## src/rtl/serial_pad_pkg.sv

```systemverilog
// Shared types and helpers for the serial game-pad poller.
package serial_pad_pkg;

   localparam int NES_BITS  = 8;
   localparam int SNES_BITS = 16;

   typedef enum logic [2:0] {
      IDLE   = 3'd0,
      LATCH  = 3'd1,
      CLK_HI = 3'd2,
      CLK_LO = 3'd3,
      DONE   = 3'd4
   } state_t;

   // Bits needed to hold the values 0..n-1 (never less than one bit).
   function automatic int cnt_width(input int n);
      if (n <= 2) begin
         return 1;
      end else begin
         return $clog2(n);
      end
   endfunction

endpackage

```

## src/rtl/pad_tick_div.sv

```systemverilog
// Loadable phase down-counter: loaded with (length-1) on phase entry,
// flags the final cycle of the phase while run is high.
module pad_tick_div #(
   parameter int W = 4
) (
   input  logic         clk,
   input  logic         reset,
   input  logic         load,
   input  logic [W-1:0] load_val,
   input  logic         run,
   output logic         tick
);

   logic [W-1:0] cnt_r;

   // Reload at phase entry, otherwise count down to zero and hold there.
   always_ff @(posedge clk or negedge reset) begin
      if (!reset) begin
         cnt_r <= '0;
      end else if (load) begin
         cnt_r <= load_val;
      end else if (cnt_r != '0) begin
         cnt_r <= cnt_r - W'(1);
      end else begin
         cnt_r <= cnt_r;
      end
   end

   assign tick = run && (cnt_r == '0);

endmodule

```

## src/rtl/serial_pad_poller.sv

```systemverilog
// Polls CHANNELS serial game pads sharing latch/clock lines.
// Optional macro SERIAL_PAD_PRESENT_EN adds a per-channel presence detect
// bit sampled on one extra pad-clock pulse, plus the present output.
module serial_pad_poller
   import serial_pad_pkg::*;
#(
   parameter int CHANNELS = 2,
   parameter int BITS     = NES_BITS,
   parameter int HALF_DIV = 300,
   parameter int POLL_DIV = 833333
) (
   input  logic                     clk,
   input  logic                     reset,
   input  logic                     en,
   input  logic [CHANNELS-1:0]      pad_data,
   output logic                     pad_latch,
   output logic                     pad_clk,
   output logic [CHANNELS*BITS-1:0] buttons,
   output logic [CHANNELS*BITS-1:0] pressed,
   output logic [CHANNELS*BITS-1:0] released,
   output logic                     frame_valid,
   output logic                     busy
`ifdef SERIAL_PAD_PRESENT_EN
   ,
   output logic [CHANNELS-1:0]      present
`endif
);

   localparam int POLL_W = cnt_width(POLL_DIV);
   localparam int DIV_W  = cnt_width(2 * HALF_DIV);
   localparam int IDX_W  = cnt_width(BITS);

   localparam logic [POLL_W-1:0] POLL_LAST  = POLL_W'(POLL_DIV - 1);
   localparam logic [DIV_W-1:0]  LATCH_LOAD = DIV_W'(2 * HALF_DIV - 1);
   localparam logic [DIV_W-1:0]  HALF_LOAD  = DIV_W'(HALF_DIV - 1);
   localparam logic [IDX_W-1:0]  IDX_LAST   = IDX_W'(BITS - 1);
   localparam logic [IDX_W-1:0]  IDX_PENULT = IDX_W'(BITS - 2);

   state_t              state_r, state_n;
   logic [POLL_W-1:0]   poll_cnt_r;
   logic [IDX_W-1:0]    bit_idx_r;
   logic [CHANNELS-1:0] sync1_r, sync2_r;
   logic                pad_latch_r, pad_clk_r, busy_r, frame_valid_r;
   logic                wrap_s, tick_s, run_s, done_s;
   logic                div_load_s, sample_s;
   logic [DIV_W-1:0]    div_val_s;
`ifdef SERIAL_PAD_PRESENT_EN
   logic                det_s;
`endif

   assign wrap_s = (poll_cnt_r == POLL_LAST);
   assign run_s  = (state_r == LATCH) || (state_r == CLK_HI) || (state_r == CLK_LO);
   assign done_s = (state_r == DONE);

   // Free-running frame-rate counter, independent of en and of the FSM.
   always_ff @(posedge clk or negedge reset) begin
      if (!reset) begin
         poll_cnt_r <= '0;
      end else if (wrap_s) begin
         poll_cnt_r <= '0;
      end else begin
         poll_cnt_r <= poll_cnt_r + POLL_W'(1);
      end
   end

   // Two-flop synchroniser on the asynchronous pad data lines.
   always_ff @(posedge clk or negedge reset) begin
      if (!reset) begin
         sync1_r <= '0;
         sync2_r <= '0;
      end else begin
         sync1_r <= pad_data;
         sync2_r <= sync1_r;
      end
   end

   pad_tick_div #(.W(DIV_W)) u_div (
      .clk      (clk),
      .reset    (reset),
      .load     (div_load_s),
      .load_val (div_val_s),
      .run      (run_s),
      .tick     (tick_s)
   );

   // Next-state logic: phase sequencing, divider reloads and sample strobes.
   always_comb begin
      state_n    = state_r;
      div_load_s = 1'b0;
      div_val_s  = HALF_LOAD;
      sample_s   = 1'b0;
`ifdef SERIAL_PAD_PRESENT_EN
      det_s      = 1'b0;
`endif
      case (state_r)
         IDLE: begin
            if (wrap_s && en) begin
               state_n    = LATCH;
               div_load_s = 1'b1;
               div_val_s  = LATCH_LOAD;
            end else begin
               state_n = IDLE;
            end
         end
         LATCH: begin
            if (tick_s) begin
               state_n    = CLK_HI;
               div_load_s = 1'b1;
               sample_s   = 1'b1;
            end else begin
               state_n = LATCH;
            end
         end
         CLK_HI: begin
            if (tick_s) begin
               state_n    = CLK_LO;
               div_load_s = 1'b1;
            end else begin
               state_n = CLK_HI;
            end
         end
         CLK_LO: begin
            if (tick_s) begin
`ifdef SERIAL_PAD_PRESENT_EN
               if (bit_idx_r == IDX_LAST) begin
                  det_s   = 1'b1;
                  state_n = DONE;
               end else begin
                  sample_s   = 1'b1;
                  state_n    = CLK_HI;
                  div_load_s = 1'b1;
               end
`else
               sample_s = 1'b1;
               if (bit_idx_r == IDX_PENULT) begin
                  state_n = DONE;
               end else begin
                  state_n    = CLK_HI;
                  div_load_s = 1'b1;
               end
`endif
            end else begin
               state_n = CLK_LO;
            end
         end
         DONE: begin
            state_n = IDLE;
         end
         default: begin
            state_n = IDLE;
         end
      endcase
   end

   // State register, bit index and registered pad/status outputs.
   always_ff @(posedge clk or negedge reset) begin
      if (!reset) begin
         state_r       <= IDLE;
         bit_idx_r     <= '0;
         pad_latch_r   <= 1'b0;
         pad_clk_r     <= 1'b0;
         busy_r        <= 1'b0;
         frame_valid_r <= 1'b0;
      end else begin
         state_r       <= state_n;
         pad_latch_r   <= (state_n == LATCH);
         pad_clk_r     <= (state_n == CLK_HI);
         busy_r        <= (state_n != IDLE);
         frame_valid_r <= done_s;
         if (state_r == LATCH) begin
            bit_idx_r <= '0;
         end else if (sample_s) begin
            bit_idx_r <= bit_idx_r + IDX_W'(1);
         end else begin
            bit_idx_r <= bit_idx_r;
         end
      end
   end

   assign pad_latch   = pad_latch_r;
   assign pad_clk     = pad_clk_r;
   assign busy        = busy_r;
   assign frame_valid = frame_valid_r;

   for (genvar c = 0; c < CHANNELS; c++) begin : g_ch
      logic [BITS-1:0] shift_r, btn_r, prs_r, rel_r, new_s;

      // Shift in the inverted sample at the top; the first bit lands at bit 0.
      always_ff @(posedge clk or negedge reset) begin
         if (!reset) begin
            shift_r <= '0;
         end else if (sample_s) begin
            shift_r <= {~sync2_r[c], shift_r[BITS-1:1]};
         end else begin
            shift_r <= shift_r;
         end
      end

`ifdef SERIAL_PAD_PRESENT_EN
      logic det_r, pres_r;

      // Capture the detect bit: a connected pad shifts in a grounded 0.
      always_ff @(posedge clk or negedge reset) begin
         if (!reset) begin
            det_r <= 1'b0;
         end else if (det_s) begin
            det_r <= ~sync2_r[c];
         end else begin
            det_r <= det_r;
         end
      end

      // Publish presence together with the button update.
      always_ff @(posedge clk or negedge reset) begin
         if (!reset) begin
            pres_r <= 1'b0;
         end else if (done_s) begin
            pres_r <= det_r;
         end else begin
            pres_r <= pres_r;
         end
      end

      // Absent pads report no buttons so edges are taken against zero.
      always_comb begin
         new_s = '0;
         if (det_r) begin
            new_s = shift_r;
         end else begin
            new_s = '0;
         end
      end

      assign present[c] = pres_r;
`else
      assign new_s = shift_r;
`endif

      // Commit the frame and derive one-cycle press/release strobes.
      always_ff @(posedge clk or negedge reset) begin
         if (!reset) begin
            btn_r <= '0;
            prs_r <= '0;
            rel_r <= '0;
         end else if (done_s) begin
            btn_r <= new_s;
            prs_r <= new_s & ~btn_r;
            rel_r <= ~new_s & btn_r;
         end else begin
            btn_r <= btn_r;
            prs_r <= '0;
            rel_r <= '0;
         end
      end

      assign buttons[c*BITS +: BITS]  = btn_r;
      assign pressed[c*BITS +: BITS]  = prs_r;
      assign released[c*BITS +: BITS] = rel_r;
   end

endmodule

```

## config.mk

```make
export PLATFORM = sky130hd
export DESIGN_NAME = serial_pad_poller
export DESIGN_NICKNAME = d
export VERILOG_FILES = /design/src/rtl/serial_pad_pkg.sv /design/src/rtl/pad_tick_div.sv /design/src/rtl/serial_pad_poller.sv
export SDC_FILE = /design/constraint.sdc
export NUM_CORES = 1
export LEC_CHECK = 0
export BUFFER_PORTS_ARGS = -buffer_cell sky130_fd_sc_hd__buf_2
export CAP_MARGIN = 0
export CORE_MARGIN = 3
export CORE_UTILIZATION = 37
export DETAILED_ROUTE_END_ITERATION = 10
export HOLD_SLACK_MARGIN = 0.05
export SYNTH_ARGS = -nofsm -noshare
export SYNTH_HDL_FRONTEND = slang
export SYNTH_SLANG_ARGS = --single-unit
```

## constraint.sdc

```tcl
create_clock -name clk -period 2.6 [get_ports clk]
set_input_delay 0.52 -clock clk [delete_from_list [all_inputs] [get_ports clk]]
set_output_delay 0.52 -clock clk [all_outputs]
set_load 0.01 [all_outputs]
```

**Yosys cells after proc, flatten, opt, wreduce, memory -nomap -nowiden**

Index checks and enable logic that the tools add are counted.
W data, S select, Z words.

- Add/sub/neg operators: 3
- Equality and inequality tests: 8
- Muxes and demuxes: 23
- Bitwise gates (word level): 10
- Reduce and logical (&&, ||, !) cells: 12

Operators by type and width:

| cell | count |
|---|---|
| $mux W10 | 4 |
| $and A8 B8 Y8 | 4 |
| $mux W8 | 4 |
| $not A8 Y8 | 4 |
| $add A20 B1 Y20 const B | 1 |
| $eq A20 B20 Y1 const B | 1 |
| $mux W20 | 1 |
| $mux W3 | 4 |
| $pmux W3 S4 | 1 |
| $logic_not A10 Y1 | 1 |
| $reduce_bool A10 Y1 | 1 |
| $sub A10 B1 Y10 const B | 1 |
| $eq A3 B2 Y1 const B | 3 |
| $mux W1 | 7 |
| $eq A3 B1 Y1 const B | 2 |
| $eq A3 B3 Y1 const B | 2 |
| $reduce_bool A2 Y1 | 2 |
| $reduce_or A2 Y1 | 2 |
| $add A3 B1 Y3 const B | 1 |
| $logic_not A3 Y1 | 1 |
| $pmux W1 S3 | 1 |
| $reduce_bool A3 Y1 | 1 |
| $logic_and A1 B1 Y1 | 2 |
| $logic_or A1 B1 Y1 | 2 |
| other kinds (2) | 3 |

- Register bits: 108
- Input bits: 5
- Output and inout bits: 52
- Word-level logic and storage cells: 74

**Depth between registers and ports, before layout**

- Depth after elaboration: 8
- Gate-level depth with buffers: 8
- Mapped depth without buffers: 7

**Hierarchy**

From an unflattened synthesis, not the netlist that was laid out.

- Cells, all modules: 366
- Area total of the unflattened synthesis: 4419.2 µm²

By module, submodules not included:

| module | instances | cells each | area an instance (µm²) | sequential area each (µm²) |
|---|---|---|---|---|
| serial_pad_poller | 1 | 300 | 3824.9 | 2452.4 |
| pad_tick_div | 1 | 66 | 594.3 | 250.2 |

**Worst setup path before layout**

No wires, ideal clock.

- Path type: reg-to-reg
- From: register u_div.cnt_r[0]
- To: register bit_idx_r[0]
- Setup time: 121 ps
- Arrival time: 1755 ps
- Data required time: 2479 ps
- Path slack: 724 ps
- Cell stages (with the launch flop): 9
- Path buffers: 1
- Period minus slack after synthesis: 1876 ps
- Path through: dfrtp_1 > inv_1 > ha_1 > or3b_1 > or3_1 > clkbuf_1 > nand2_1 > o21ai_1 > a22o_1

- Longest elaborated chain between the ends: 5

Ends and longest elaborated chain:

| item | RTL line | text |
|---|---|---|
| from (decl) | pad_tick_div.sv:14 | `logic [W-1:0] cnt_r;` |
| from (signal assigned) | pad_tick_div.sv:21 | `cnt_r <= load_val;` |
| from (signal assigned) | pad_tick_div.sv:23 | `cnt_r <= cnt_r - W'(1);` |
| from (signal assigned) | pad_tick_div.sv:25 | `cnt_r <= cnt_r;` |
| $logic_not A10 Y1 | pad_tick_div.sv:29 | `assign tick = run && (cnt_r == '0);` |
| $logic_and A1 B1 Y1 | pad_tick_div.sv:29 |  |
| $mux W1 | serial_pad_poller.sv:106, serial_pad_poller.sv:123 |  |
| $mux W1 | n/a |  |
| $reduce_bool A2 Y1 (no line) | n/a |  |
| to (signal assigned) | serial_pad_poller.sv:173 | `bit_idx_r <= bit_idx_r + IDX_W'(1);` |
| to (signal assigned) | serial_pad_poller.sv:175 | `bit_idx_r <= bit_idx_r;` |
| to (decl) | serial_pad_poller.sv:41 | `logic [IDX_W-1:0] bit_idx_r;` |

Every way passes these cells.
A chain may end at the register's enable or synchronous reset.

**Worst setup path in the final report**

- From: register u_div.cnt_r[0]
- To: register bit_idx_r[1]

The elaborated chain is that of the path after synthesis.

==> qor.csv <==
metric,value,unit
status,finished clean,
grt_usage,0.123,
min_period,1.98,ns
core_area,0.0111,mm²
start_util,0.390,
grt_max_degree,56,
netlist_instances,344,
drtPass1Iterations,4,
cp-start-kind,register,
cp-end-kind,register,
wl_per_cell,13.6,µm
synth_edf_count,0,
cts-htree-levels,3,
ir_worst_vdd,465,µV
hpwlAfterDp,5.12,mm
grtUsageMet1,0.154,
synth.distinct_cells,38,
fmax,505,MHz
hold_buffers,0,
cp_max_fo,7,
leakagePower,2.51,nW
hold_viol_final,0,
reg2reg_to,bit_idx_r[1],
viasPerCell,4.90,
setup_ws,0.619,ns
rows,38,
r2r_slack,0.62,ns
cts.sinks,108,
synthMuxAreaShare,0.0874,
cts.root.buffer_cell,clkbuf_16,
worstSetupPathType,reg -> reg,
startpoint,u_div.cnt_r[0],
synth_seq_cells,108,
grt_util_met3,0.0307,
antenna_found_initial,0,
synth_fa_ha_area_frac,0.0173,
synth-simple-area-share,0.180,
maxCapViolCount,0,
synth_top_family_by_area,simple AND/OR/NAND/NOR gates,
nets,415,
cts_made_buffers,9,
drcViolationCount,0,
grt.busiest_layer,met2,
cp_data_arrival_time,2.20,ns
first_global_vias,2735,
vias,2687,
syn_nets,355,
place.port_buffers,56,
overflow,0,
clock_insertion_delay_worst_skew,0.34,ns
chipWidth,114,µm
ctsResizeCount,0,
clk_pin_slew_worst_paths,0.06,ns
ys_seq_area_frac,0.623,
drtIter0Drc,122,
routed_wl,7.45,mm
num_antenna_cells,0,
tritoncts,yes,
ios,57,
relSlewSlack,0.546,
drv_slew,0,
fillerInstances,1051,
detail-route-antenna-nets,0,
hold_class,in -> async,
cts_buffer_depth,2,
dieArea,0.0131,mm²
drive_above_1_share,0.282,
gpl.final_weighted_congestion,0.769,
synthFlopType,dfrtp_1,
finClkSkew,0.00608,ns
power_density,614,mW/mm²
worst_pin_slew,0.676,ns
async_flop_share,1.00,
crit_end,bit_idx_r[1],
yosys_warnings,0,
post-place-ws,0.624,ns
rr_worst_depth,7,
setup_viol,0,
avgSynthCellArea,12.6,µm²
rsz0062_at_grt,no,
dieHeight,114,µm
synth_xor_area_frac,0.0424,
multi_input_area,0.00155,mm²
syn_to_final_growth,17.8,%
synth_compound_area_frac,0.0303,
finalSetupTns,0,ns
use_met2,0.200,
finalCritPeriodShare,0.762,
regArea,0.00270,mm²
r2r-start,u_div.cnt_r[0],
cts_setup_buffers,0,
worst_ep_required_time,2.82,ns
syn_area,0.00434,mm²
grt_pass1_wl,12.8,mm
-- cell families (layout without fill, tap and decap cells) --
logic type | Yosys count | count (layout)
adder cells (fa/ha/maj) | 6 | 6
flip-flops | 108 | 108
AO/OA/AOI/OAI | 23 | 23
buffers and inverters | 21 | 85
XOR/XNOR | 21 | 21
multiplexers | 34 | 34
AND/OR/NAND/NOR | 131 | 131
-- flip-flops by register name, summed over array words and instances, names as in the netlist --
register     cells
sync1_r          2
pad_latch        1
g_ch.btn_r      16
bit_idx_r        3
state_r          3
g_ch.new_s      16
pad_clk          1
g_ch.rel_r      16
sync2_r          2
g_ch.prs_r      16
frame_valid      1
busy             1
poll_cnt_r      20
u_div.cnt_r     10
-- Yosys cell counts, drive strengths merged (2+ instances only) --
cell type | number | share of area
dfrtp | 108 | 0.62
nor3b | 32 | 0.055
mux2 | 31 | 0.080
nor2 | 26 | 0.022
nand2 | 24 | 0.021
o21ai | 15 | 0.017
xnor2 | 12 | 0.024
nand3 | 11 | 0.013
xor2 | 9 | 0.018
clkbuf | 8 | 0.0069
inv | 8 | 0.0069
ha | 6 | 0.017
nor3 | 6 | 0.0092
buf | 5 | 0.0063
nand4 | 5 | 0.0072
and3 | 4 | 0.0058
or3 | 4 | 0.0081
a21oi | 3 | 0.0035
mux2i | 3 | 0.0069
nand4b | 3 | 0.0061
nor2b | 3 | 0.0043
nor4 | 3 | 0.0078
a22o | 2 | 0.0040
and2 | 2 | 0.0029
nand2b | 2 | 0.0029
nand3b | 2 | 0.0035
-- worst min path at each step --
stage	slack, ns	end	start	cells past startpoint
after floorplan	0.22	bit_idx_r[0]	reset	0
after global placement	0.34	sync2_r[0]	sync1_r[0]	0
after detailed placement	0.34	sync2_r[0]	sync1_r[0]	0
after CTS	0.23	frame_valid	reset	1
after global routing	0.26	g_ch[0].btn_r[4]	reset	1
final	0.22	g_ch[0].btn_r[4]	reset	1
-- cell type report --
cell class / instances / area share
Clock buffer: 11 / 0.0475
Multi-Input combinational cell: 215 / 0.303
Tap cell: 140 / 0.0343
Inverter: 8 / 0.00587
Clock inverter: 4 / 0.0144
Timing Repair Buffer: 62 / 0.0666
Sequential cell: 108 / 0.529
-- cells in the final DEF (no fill, tap or decap), types with 2 or more instances in the layout --
| cell type | n |
|---|---|
| a21oi_1 | 3 |
| a22o_1 | 2 |
| and2_1 | 2 |
| and3_1 | 4 |
| buf_2 | 55 |
| buf_4 | 6 |
| bufinv_16 | 2 |
| clkbuf_16 | 9 |
| dfrtp_1 | 108 |
| ha_1 | 6 |
| inv_1 | 8 |
| mux2_2 | 31 |
| mux2i_1 | 3 |
| nand2_1 | 24 |
| nand2b_1 | 2 |
| nand3_1 | 11 |
| nand3b_1 | 2 |
| nand4_1 | 5 |
| nand4b_1 | 3 |
| nor2_1 | 26 |
| nor2b_1 | 3 |
| nor3_1 | 4 |
| nor3_2 | 2 |
| nor3b_1 | 32 |
| nor4_1 | 2 |
| o21ai_0 | 13 |
| o21ai_1 | 2 |
| or3_1 | 2 |
| or3_4 | 2 |
| xnor2_1 | 12 |
| xor2_1 | 9 |
-- per-stage QoR --
| stage | util | power (mW) | cells | hold slack, ns | cell area (µm²) |
|---|---|---|---|---|---|
| after detailed placement | 0.431 | 1.76 | 533 | 0.339 | 4800 |
| after floorplan | - | 1.72 | 344 | 0.224 | 4340 |
| after global routing | 0.460 | 3.28 | 548 | 0.264 | 5110 |
| final | 0.460 | 3.14 | 548 | 0.219 | 5110 |
| after global placement | 0.431 | 1.76 | 533 | 0.336 | 4800 |
| after CTS | 0.460 | 3.21 | 548 | 0.231 | 5110 |
-- layer usage --
metal,share of wire,up-vias
met4,0.021,0
li1,-,1305
met2,0.49,46
met5,0,-
met3,0.040,14
met1,0.45,1322
-- where the power goes --
part | switching [mW] | internal (mW) | leakage, nW
Combinational | 0.0319 | 0.00654 | 0.900
Clock | 0.553 | 0.865 | 0.156
Sequential | 0.000790 | 1.68 | 1.45
Total | 0.586 | 2.55 | 2.51
-- critical path, cell delays in order, from the launching register on --
cell     delay, ns
dfrtp_1       0.41
inv_1         0.09
ha_1          0.14
or3b_1        0.39
or3_1         0.49
nand2_1       0.11
o21ai_1       0.06
a22o_1        0.18
Note: power is estimated with default switching activity, not from simulation.
